==> src/rtl/ext_irq_ctrl_pkg.sv <==
// Purpose: shared types and constants for the external interrupt requester.
// Latency: n/a (types, constants and an elaboration-time helper only).
// Backpressure: n/a.
package ext_irq_pkg;

    // Request handshake phases seen from the requester side.
    typedef enum logic [1:0] {
        IDLE     = 2'd0,
        REQ      = 2'd1,
        WAIT_REL = 2'd2
    } irq_state_t;

    // Mask register sits on the last doubleword of data memory.
    localparam logic [63:0] DEF_MASK_ADDR = 64'h7F8;

    // Width of a source index; never narrower than one bit.
    function automatic int id_width(input int nsrc);
        return (nsrc > 1) ? $clog2(nsrc) : 1;
    endfunction

endpackage

==> src/rtl/ext_irq_ctrl_prio_enc.sv <==
// Purpose: fixed-priority encoder, lowest set index wins.
// Latency: combinational, zero cycles.
// Backpressure: none; pure function of the request vector.
// Ports: req (W-bit request vector) -> any_vld (any bit set), idx (winning index, 0 when none).
module irq_prio_enc
    import ext_irq_pkg::*;
#(
    parameter int W   = 4,
    parameter int IDW = id_width(W)
) (
    input  logic [W-1:0]   req,
    output logic           any_vld,
    output logic [IDW-1:0] idx
);

    // Scan from the top down so the last hit, i.e. the lowest index, sticks.
    always_comb begin
        any_vld = |req;
        idx     = '0;
        for (int i = W - 1; i >= 0; i--) begin
            if (req[i]) begin
                idx = IDW'(i);
            end
        end
    end

endmodule

==> src/rtl/ext_irq_ctrl.sv <==
// Purpose: external interrupt requester driving ExtIRQ/ExtIAck with edge-latched, maskable sources.
// Latency: rising source pends at edge t, ExtIRQ high after t+1; ack at edge a drops ExtIRQ and clears the bit after a.
// Backpressure: a request is held until ExtIAck; a new request waits for ExtIAck to fall (one service per ack).
// Ports: CLOCK_50/reset (async active-low); irq_src source levels; DM_addr/DM_writeData/DM_writeEnable
//        snooped store bus for the mask register; ExtIAck from the core; ExtIRQ, irq_id, pending, mask out.
module ext_irq_ctrl
    import ext_irq_pkg::*;
#(
    parameter int              N         = 64,
    parameter int              NSRC      = 4,
    parameter logic [N-1:0]    MASK_ADDR = N'(DEF_MASK_ADDR),
    localparam int             IDW       = id_width(NSRC)
) (
    input  logic               CLOCK_50,
    input  logic               reset,
    input  logic [NSRC-1:0]    irq_src,
    input  logic [N-1:0]       DM_addr,
    input  logic [N-1:0]       DM_writeData,
    input  logic               DM_writeEnable,
    input  logic               ExtIAck,
    output logic               ExtIRQ,
    output logic [IDW-1:0]     irq_id,
    output logic [NSRC-1:0]    pending,
    output logic [NSRC-1:0]    mask
);

    irq_state_t      state;
    logic [NSRC-1:0] src_prev;
    logic [NSRC-1:0] rise;
    logic [NSRC-1:0] clr;
    logic [NSRC-1:0] eligible;
    logic            sel_vld;
    logic [IDW-1:0]  sel_idx;
    logic            mask_wr;

    // Only the low NSRC bits of a mask store carry meaning.
    logic unused_wdata;
    assign unused_wdata = &{1'b0, DM_writeData[N-1:NSRC]};

    assign rise     = irq_src & ~src_prev;
    assign eligible = pending & mask;
    assign mask_wr  = DM_writeEnable && (DM_addr == MASK_ADDR);

    // The source being serviced retires in the cycle its ack is sampled.
    assign clr = (state == REQ && ExtIAck) ? (NSRC'(1) << irq_id) : '0;

    irq_prio_enc #(
        .W   (NSRC),
        .IDW (IDW)
    ) u_prio_enc (
        .req     (eligible),
        .any_vld (sel_vld),
        .idx     (sel_idx)
    );

    always_ff @(posedge CLOCK_50 or negedge reset) begin
        if (!reset) begin
            state    <= IDLE;
            ExtIRQ   <= 1'b0;
            irq_id   <= '0;
            pending  <= '0;
            mask     <= '1;
            src_prev <= '0;
        end else begin
            src_prev <= irq_src;
            // A fresh edge beats a same-cycle clear so no event is lost.
            pending  <= rise | (pending & ~clr);
            if (mask_wr) begin
                mask <= DM_writeData[NSRC-1:0];
            end

            case (state)
                IDLE: begin
                    if (sel_vld) begin
                        irq_id <= sel_idx;
                        ExtIRQ <= 1'b1;
                        state  <= REQ;
                    end
                end
                // irq_id and ExtIRQ are frozen here regardless of mask or new pends.
                REQ: begin
                    if (ExtIAck) begin
                        ExtIRQ <= 1'b0;
                        state  <= WAIT_REL;
                    end
                end
                // A long ack must not retire a second source.
                WAIT_REL: begin
                    if (!ExtIAck) begin
                        state <= IDLE;
                    end
                end
                default: begin
                    ExtIRQ <= 1'b0;
                    state  <= IDLE;
                end
            endcase
        end
    end

endmodule
==> config.mk <==
export PLATFORM = sky130hd
export DESIGN_NAME = ext_irq_ctrl
export DESIGN_NICKNAME = d
export VERILOG_FILES = /design/src/rtl/ext_irq_ctrl_pkg.sv /design/src/rtl/ext_irq_ctrl_prio_enc.sv /design/src/rtl/ext_irq_ctrl.sv
export SDC_FILE = /design/constraint.sdc
export NUM_CORES = 1
export LEC_CHECK = 0
export CORE_ASPECT_RATIO = 1.5
export CORE_MARGIN = 3
export CORE_UTILIZATION = 21
export DETAILED_ROUTE_END_ITERATION = 16
export PLACE_DENSITY = 0.79
export SYNTH_ARGS = -nofsm -noshare
export SYNTH_HDL_FRONTEND = slang
export SYNTH_HIERARCHICAL = 1
export SYNTH_SLANG_ARGS = --single-unit
==> constraint.sdc <==
create_clock -name CLOCK_50 -period 1.96 [get_ports CLOCK_50]
set_input_delay 0.196 -clock CLOCK_50 [delete_from_list [all_inputs] [get_ports CLOCK_50]]
set_output_delay 0.196 -clock CLOCK_50 [all_outputs]
set_load 0.02 [all_outputs]
== Word level (Yosys, flattened, before mapping) ==
Cells that the tools add are included.
W data, S select, Z words.
Word-level totals
  flip-flop bits (word level): 17
  output and inout bits: 11
  logic and storage cells: 39
Operators by class
  reductions and logical operators: 7
  bitwise gates (word level): 7
  equality and inequality tests: 6
  shift-type cells: 1
  multiplexer cells: 12
Operators with widths (number)
  $eq A64 B11 Y1 const B: 1
  $mux W2: 7
  $and A4 B4 Y4: 3
  $not A4 Y4: 2
  $ne A2 B2 Y1 const B: 3
  $pmux W2 S3: 1
  $reduce_and A3 Y1: 2
  $mux W4: 1
  $or A4 B4 Y4: 1
  $reduce_or A4 Y1: 1
  $shl A1 B2 Y4 const A: 1
  $pmux W1 S3: 1
  $eq A2 B1 Y1 const B: 1
  $eq A2 B2 Y1 const B: 1
  $logic_and A1 B1 Y1: 2
  $logic_not A2 Y1: 1
  $mux W1: 2
  $reduce_and A2 Y1: 1
  $not A1 Y1: 1

== Logic depth before layout (Yosys ltp) ==
Gate-level depths: netlist of the first run.
  word-level depth: 6
  gate-level depth with buffers: 6
  mapped depth without buffers: 6

== Hierarchy ==
Netlist of the first run, hierarchy kept.
By module, submodules not included
  ext_irq_ctrl: instances 1, area each 847.1 um^2, seq. area each 430.4 um^2, cells an instance 77
  irq_prio_enc: instances 1, area each 35.0 um^2, seq. area each 0.0 um^2, cells an instance 7

== Worst setup path after synthesis of the first run ==
No wires, ideal clock.
  path type: register to register
  start point: reg mask[0]
  end point: reg irq_id[1]
  data required time: 1.835 ns
  path buffers: 0
  setup slack: 0.302 ns
  period minus slack after synthesis: 1.658 ns
  setup time: 0.125 ns
  stages on the path, launching flop included: 6
  arrival time: 1.533 ns
  cell sequence: dfstp_2 and2_1 nor2_1 nand2_1 nor3b_1 mux2_2
Between the ends
  word-level cells in the longest chain between the ends: 3
RTL lines
  start, declared: RTL line ext_irq_ctrl.sv:24  | output logic [NSRC-1:0] mask
  start signal, assigned: RTL line ext_irq_ctrl.sv:69  | mask <= DM_writeData[NSRC-1:0];
  $and A4 B4 Y4: RTL line ext_irq_ctrl.sv:41  | assign eligible = pending & mask;
  via eligible[0]: RTL line ext_irq_ctrl.sv:31  | logic [NSRC-1:0] eligible;
  $reduce_or A4 Y1: RTL line ext_irq_ctrl_prio_enc.sv:18  | any_vld = |req;
  via sel_vld: RTL line ext_irq_ctrl.sv:32  | logic sel_vld;
  $reduce_and A2 Y1 (no line)
  end signal, assigned: RTL line ext_irq_ctrl.sv:75  | irq_id <= sel_idx;
  end, declared: RTL line ext_irq_ctrl.sv:22  | output logic [IDW-1:0] irq_id,
The timed path passes the listed nets, and every way through them passes these cells.
A chain may end at the register's enable or synchronous reset.

== Worst setup path in the final report of the first run ==
  start point: in DM_addr[1]
  end point: reg mask[2]
Between the ends
  word-level cells in the longest chain between the ends: 2
RTL lines
  start, declared: RTL line ext_irq_ctrl.sv:17  | input logic [N-1:0] DM_addr,
  $eq A64 B11 Y1: RTL line ext_irq_ctrl.sv:42  | assign mask_wr = DM_writeEnable && (DM_addr == MASK_ADDR);
  $logic_and A1 B1 Y1: RTL line ext_irq_ctrl.sv:42
No other way between the ends.

==> results of run 1 <==
[routing by layer]
metal	up-vias	routed length [um]	share of wire, %	GRT usage (%)
met3	7	242	7.6	3.50
met2	47	1770	55	25.1
li1	497	-	-	-
met4	0	63	2.0	5.15
met5	-	0	0	0
met1	454	1120	35	14.5
[metrics by stage]
| step | power (mW) | std cells |
|---|---|---|
| after floorplan | 0.374 | 84 |
| after global placement | 0.534 | 216 |
| after detailed placement | 0.537 | 216 |
| after CTS | 0.801 | 220 |
| after global routing | 0.832 | 220 |
| final | 0.794 | 220 |
[critical path, delay by kind of cell]
family | cells | cell delay, ns
buffers and inverters | 1 | 0.40
muxes | 1 | 0.36
and+or+nand+nor | 4 | 0.97
[worst max-delay path by stage]
stage          slack (ns)       start        end  depth (start not counted)
2_1_floorplan        0.30     mask[0]  irq_id[1]                          5
3_3_place_gp        -0.08  DM_addr[1]    mask[2]                          6
3_5_place_dp        -0.08  DM_addr[1]    mask[0]                          6
4_1_cts              0.19  DM_addr[1]    mask[2]                          6
5_1_grt              0.06  DM_addr[0]    mask[0]                          6
6_report             0.22  DM_addr[1]    mask[2]                          6
[flip-flops by register name, indices dropped and copies added, names as in the netlist]
name      flops
ExtIRQ        1
mask          4
irq_id        2
state         2
pending       4
src_prev      4
[power groups by stage]
stage | Sequential [mW] | Clock, mW | Combinational (mW)
finish | 0.356 | 0.265 | 0.173
global route | 0.357 | 0.290 | 0.185
CTS | 0.357 | 0.269 | 0.175
detailed placement | 0.363 | 0 | 0.174
global placement | 0.362 | 0 | 0.171
floorplan | 0.362 | 0 | 0.0118
[placed cells by master, fill, tap and decap left out, types with 2 or more instances in the layout]
master / count
clkbuf_8: 3
nand3_1: 3
nor3_1: 3
and2_1: 4
nand4_1: 2
nor4_1: 7
dfrtp_1: 13
nor2_1: 4
nor4_2: 2
clkdlybuf4s50_1: 86
and4b_1: 2
o31ai_1: 2
mux2_1: 4
nor4b_1: 3
inv_1: 8
o21ai_0: 8
nand2_1: 4
dfstp_2: 4
[kinds of logic (layout without fill, tap and decap cells)]
logic type                after synthesis  in the layout
buffers and inverters                   8             99
AOI/OAI and AO/OA                      12             12
DFF                                    17             17
and+or+nand+nor                        40             40
muxes                                   6              6
xor gates and xnor gates                1              1
[cells in the mapped netlist, types with 2 or more instances]
library cell | instances | share of area [%]
nor4_2 | 2 | 2.8
nor3_1 | 3 | 1.7
dfrtp_1 | 13 | 37
nor4b_1 | 3 | 3.0
o21ai_0 | 8 | 4.5
mux2_1 | 4 | 5.1
dfstp_2 | 4 | 12
o31ai_1 | 2 | 1.7
and4b_1 | 2 | 2.3
and2_1 | 4 | 2.8
nand3_1 | 3 | 1.7
nor2_1 | 4 | 1.7
nand2_1 | 4 | 1.7
nor4_1 | 7 | 5.0
nand4_1 | 2 | 1.4
inv_1 | 8 | 3.4
[final cells by class]
class                      count  area [um2]
inverter                       8        30.0
clock buffer                   4        45.0
timing repair buffer          87         868
fill                         396        2140
multi-input combinational     59         422
sequential                    17         430
tap                           45        56.3
==> impl_metrics.toml, run 1 <==
[outcome]
status = "complete, no violations"

[finish]
post-route-util_pct = 46.4
fin_nets = 312
drive_above_1_share_pct = 8.57
area_growth_pct = 110
design_area_um2 = 1850
diodes = 0

[critical_path]
rr_worst_depth = 5
crit_slowest_cell = "clkdlybuf4s50_1"
cp-start-kind = "primary input"
cp-end-kind = "register"
criticalPathCategory = "primary input to register"
ff2ff_setup_slack_ns = 0.26
cpPeakStageDelay_ns = 0.40
path_cells = "clkdlybuf4s50_1, nor4b_1, nand4_1, nor3_1, nand4_2, mux2_1"
crit-reg2reg-launch = "mask[0]"
arrival_ns = 1.92
critical_path_required_ns = 2.14
r2r_end = "irq_id[1]"
crit_fanout = 4

[die]
die_y_um = 85.4
pin_count = 147
start_util_pct = 22.1
rows = 28
die-area_um2 = 5030
core-area_um2 = 3990
die_width_um = 58.9

[routing]
drtAntennaViolNets = 0
drc_errors = 0
wl_per_cell_um = 14.5
initialDrtViolationCount = 12
first_pass_iters = 4
wl_um = 3190
viasPerCell = 4.57
vias = 1005

[placement]
gp_congestion = 0.845
place_ws_ns = -0.0780
dp_hpwl_um = 2760
placed_area_um2 = 1810
numPortBuffers = 86

[sta]
setup_viol = 0
post-route-period-util_pct = 88.7
tns_ns = 0
fin_crit_ns = 1.74
slew_violations = 0
max_slew.worst_pin.slew_ns = 0.344
rsz0062_at_grt = "false"
slew_headroom_pct = 77.1
fmax_ghz = 0.575
clock_skew_ns = 0.00106
hold_viol = 0
worst_slack_ns = 0.222
holdWs_ns = 0.253

[pwr]
p_clk_share_pct = 33.3
combPwrFrac_pct = 21.8
p_int_mw = 0.638
p_sw_mw = 0.156
vdd_drop_max_mv = 0.534
power_per_cell_area_nw_per_um2 = 429
switching_share_pct = 19.7
p_leak_nw = 0.710
pwr-share-seq_pct = 44.9

[clock_tree]
post_cts_buffers = 0
numClockSinks = 17
path_clk_slew_ns = 0.06
clock_latency_ns = 0.25
cts_resized = 0
clock-root-buffer = "clkbuf_8"
cts_tree = "done"
clockBufferDepth = 2
htree_levels = 1
cts_buffers = 3
cts_hold_buf = 0

[logic_synthesis]
synth_compound_area_share_pct = 7.80
synth_top_flop_cell = "dfrtp_1"
synth-simple-area-share_pct = 31.5
synth-edff-count = 0
yosys.area_share.xor_xnor_pct = 0.993
ys_seq_elements = 17
seq_area_frac_synth_pct = 48.8
async_flop_share_pct = 100
synth_nets = 220
ys_warn_count = 6
synth_cell_types = 27
synth_top_family_by_area = "simple AND/OR/NAND/NOR gates"
syn_area_um2 = 882
syn_inst = 84
syn_area_per_cell_um2 = 10.5
synth_fa_ha_area_share_pct = 0
synthMuxAreaShare_pct = 7.52

[grt]
grt_max_degree = 18
antenna_found_initial = 0
grt-ovfl-total = 0
grt_pass1_wl_um = 5150
grt_use_total_pct = 13.7
grt_pass1_vias = 1121

[job]
maxCapViolCount = 0

[hold_path]
min-delay-path-class = "primary input to async pin"
Power figures use the tool's default switching activity.
==> inputs of run 2 (changes only) <==
- CELL_PAD_IN_SITES_DETAIL_PLACEMENT: default -> 1
- CELL_PAD_IN_SITES_GLOBAL_PLACEMENT: default -> 1
- CORE_UTILIZATION: 21 -> 13
- PLACE_DENSITY: 0.79 -> default
- PLACE_DENSITY_LB_ADDON: default -> 0.1
==> impl_metrics.toml, run 2 (synthesis results as in run 1) <==
[grt]
grt_use_total_pct = 9.76
grt_pass1_vias = 1206
grt_max_degree = 18
grt_pass1_wl_um = 5850
antenna_found_initial = 0
grt-ovfl-total = 0

[critical_path]
cp-end-kind = "register"
path_cells = "clkdlybuf4s50_1, nor4b_1, nand4_1, nor3_2, buf_4, nand4_2, mux2_1"
crit_fanout = 4
crit_slowest_cell = "clkdlybuf4s50_1"
arrival_ns = 1.98
cpPeakStageDelay_ns = 0.41
critical_path_required_ns = 2.13
ff2ff_setup_slack_ns = 0.22
crit_buf_inv = 2
cp-start-kind = "primary input"
cp_top_family = "simple AND/OR/NAND/NOR gates"
criticalPathCategory = "primary input to register"

[finish]
diodes = 0
fin_nets = 313
reg_top3 = "mask (4), pending (4), src_prev (4)"
layout_common_cells = "clkdlybuf4s50_1 (86), dfrtp_1 (13), inv_1 (8), o21ai_0 (8), nor4_1 (7)"
final_common_cell = "clkdlybuf4s50_1"
area_growth_pct = 117
ff_latch_area_um2 = 430
drive_above_1_share_pct = 10.8
multiInputGateArea_um2 = 433
fillCellCount = 731

[clock_tree]
cts_hold_buf = 0
htree_levels = 1
path_clk_slew_ns = 0.07
clockBufferDepth = 2
cts_resized = 1
post_cts_buffers = 0
clock_latency_ns = 0.25
numClockSinks = 17
cts_buffers = 3
cts_tree = "done"
clock-root-buffer = "clkbuf_8"

[die]
start_util_pct = 13.5
rows = 36
pin_count = 147
die_y_um = 107
core-area_um2 = 6530
die_width_um = 73.3
die-area_um2 = 7830

[sta]
holdWs_ns = 0.261
max_slew.worst_pin.slew_ns = 0.382
post-route-period-util_pct = 92.1
clock_skew_ns = 0.00582
worst_slack_ns = 0.154
slew_headroom_pct = 74.4
fin_crit_ns = 1.81
setup_viol = 0
rsz0062_at_grt = "false"
fmax_ghz = 0.554
slew_violations = 0
hold_viol = 0

[hold_path]
min-delay-path-class = "primary input to async pin"

[placement]
place_ws_ns = -0.307
numPortBuffers = 86
gp_congestion = 0.695
dp_hpwl_um = 3460

[routing]
drtAntennaViolNets = 0
initialDrtViolationCount = 14
first_pass_iters = 2
wl_per_cell_um = 15.8
viasPerCell = 4.15
drc_errors = 0
wl_um = 3980
vias = 1047

[pwr]
vdd_drop_max_mv = 0.254
p_leak_nw = 0.716
power_per_cell_area_nw_per_um2 = 418

[outcome]
status = "complete, no violations"

[job]
maxCapViolCount = 0
run 2: cell count changes in the layout (fill, tap and decap cells not counted), sizes merged:
cell	delta
clkbuf	-1
clkinvlp	+1
buf	+1
run 2: report_power, final:
part           switching, mW  total [mW]  leakage [nW]  internal (mW)
clock network          0.124       0.267        0.0217          0.143
registers           0.000992       0.356         0.187          0.355
logic                 0.0380       0.177         0.507          0.139
run 2: worst reg2reg max path: stages (launching register included):
cell,delay (ns)
dfstp_2,0.54
and2_1,0.18
nor2_1,0.06
nand2_1,0.11
nor3b_1,0.36
mux2_2,0.38
run 2: final timing paths:
| check | start | depth (start not counted) | end |
|---|---|---|---|
| worst max register to register | mask[0] | 5 | irq_id[1] |
| min in group CLOCK_50 | irq_src[0] | 1 | src_prev[0] |
| max in group asynchronous | reset | 2 | mask[1] |
| worst min register to register | src_prev[1] | 1 | pending[1] |
| worst max-delay path | DM_addr[11] | 7 | mask[1] |
| worst min-delay path | reset | 2 | pending[0] |
run 2: cell type report:
cell class                 count  area share (%)
multi-input combinational     59            22.6
timing repair buffer          88            45.8
clock buffer                   3            2.16
tap                           76            4.97
sequential                    17            22.5
inverter                       8            1.57
clock inverter                 1           0.392
run 2: stage by stage:
stage | std cells | utilization (%) | instance area (um2) | power (mW) | TNS (ns)
2_1_floorplan | 84 | - | 882 | 0.374 | 0
3_5_place_dp | 248 | 28.4 | 1850 | 0.541 | -1.21
3_3_place_gp | 248 | 28.4 | 1850 | 0.535 | -1.25
4_1_cts | 252 | 29.2 | 1910 | 0.821 | 0
6_report | 252 | 29.3 | 1910 | 0.800 | 0
5_1_grt | 252 | 29.3 | 1910 | 0.840 | 0
run 2: layer usage:
layer	routed length (um)	global-route usage [%]	vias up	part of all wire, %
li1	-	-	495	-
met1	1540	10.6	484	39
met2	2020	18.6	66	51
met3	414	1.97	2	10
met4	14	2.37	0	0.35
met5	0	0	-	0
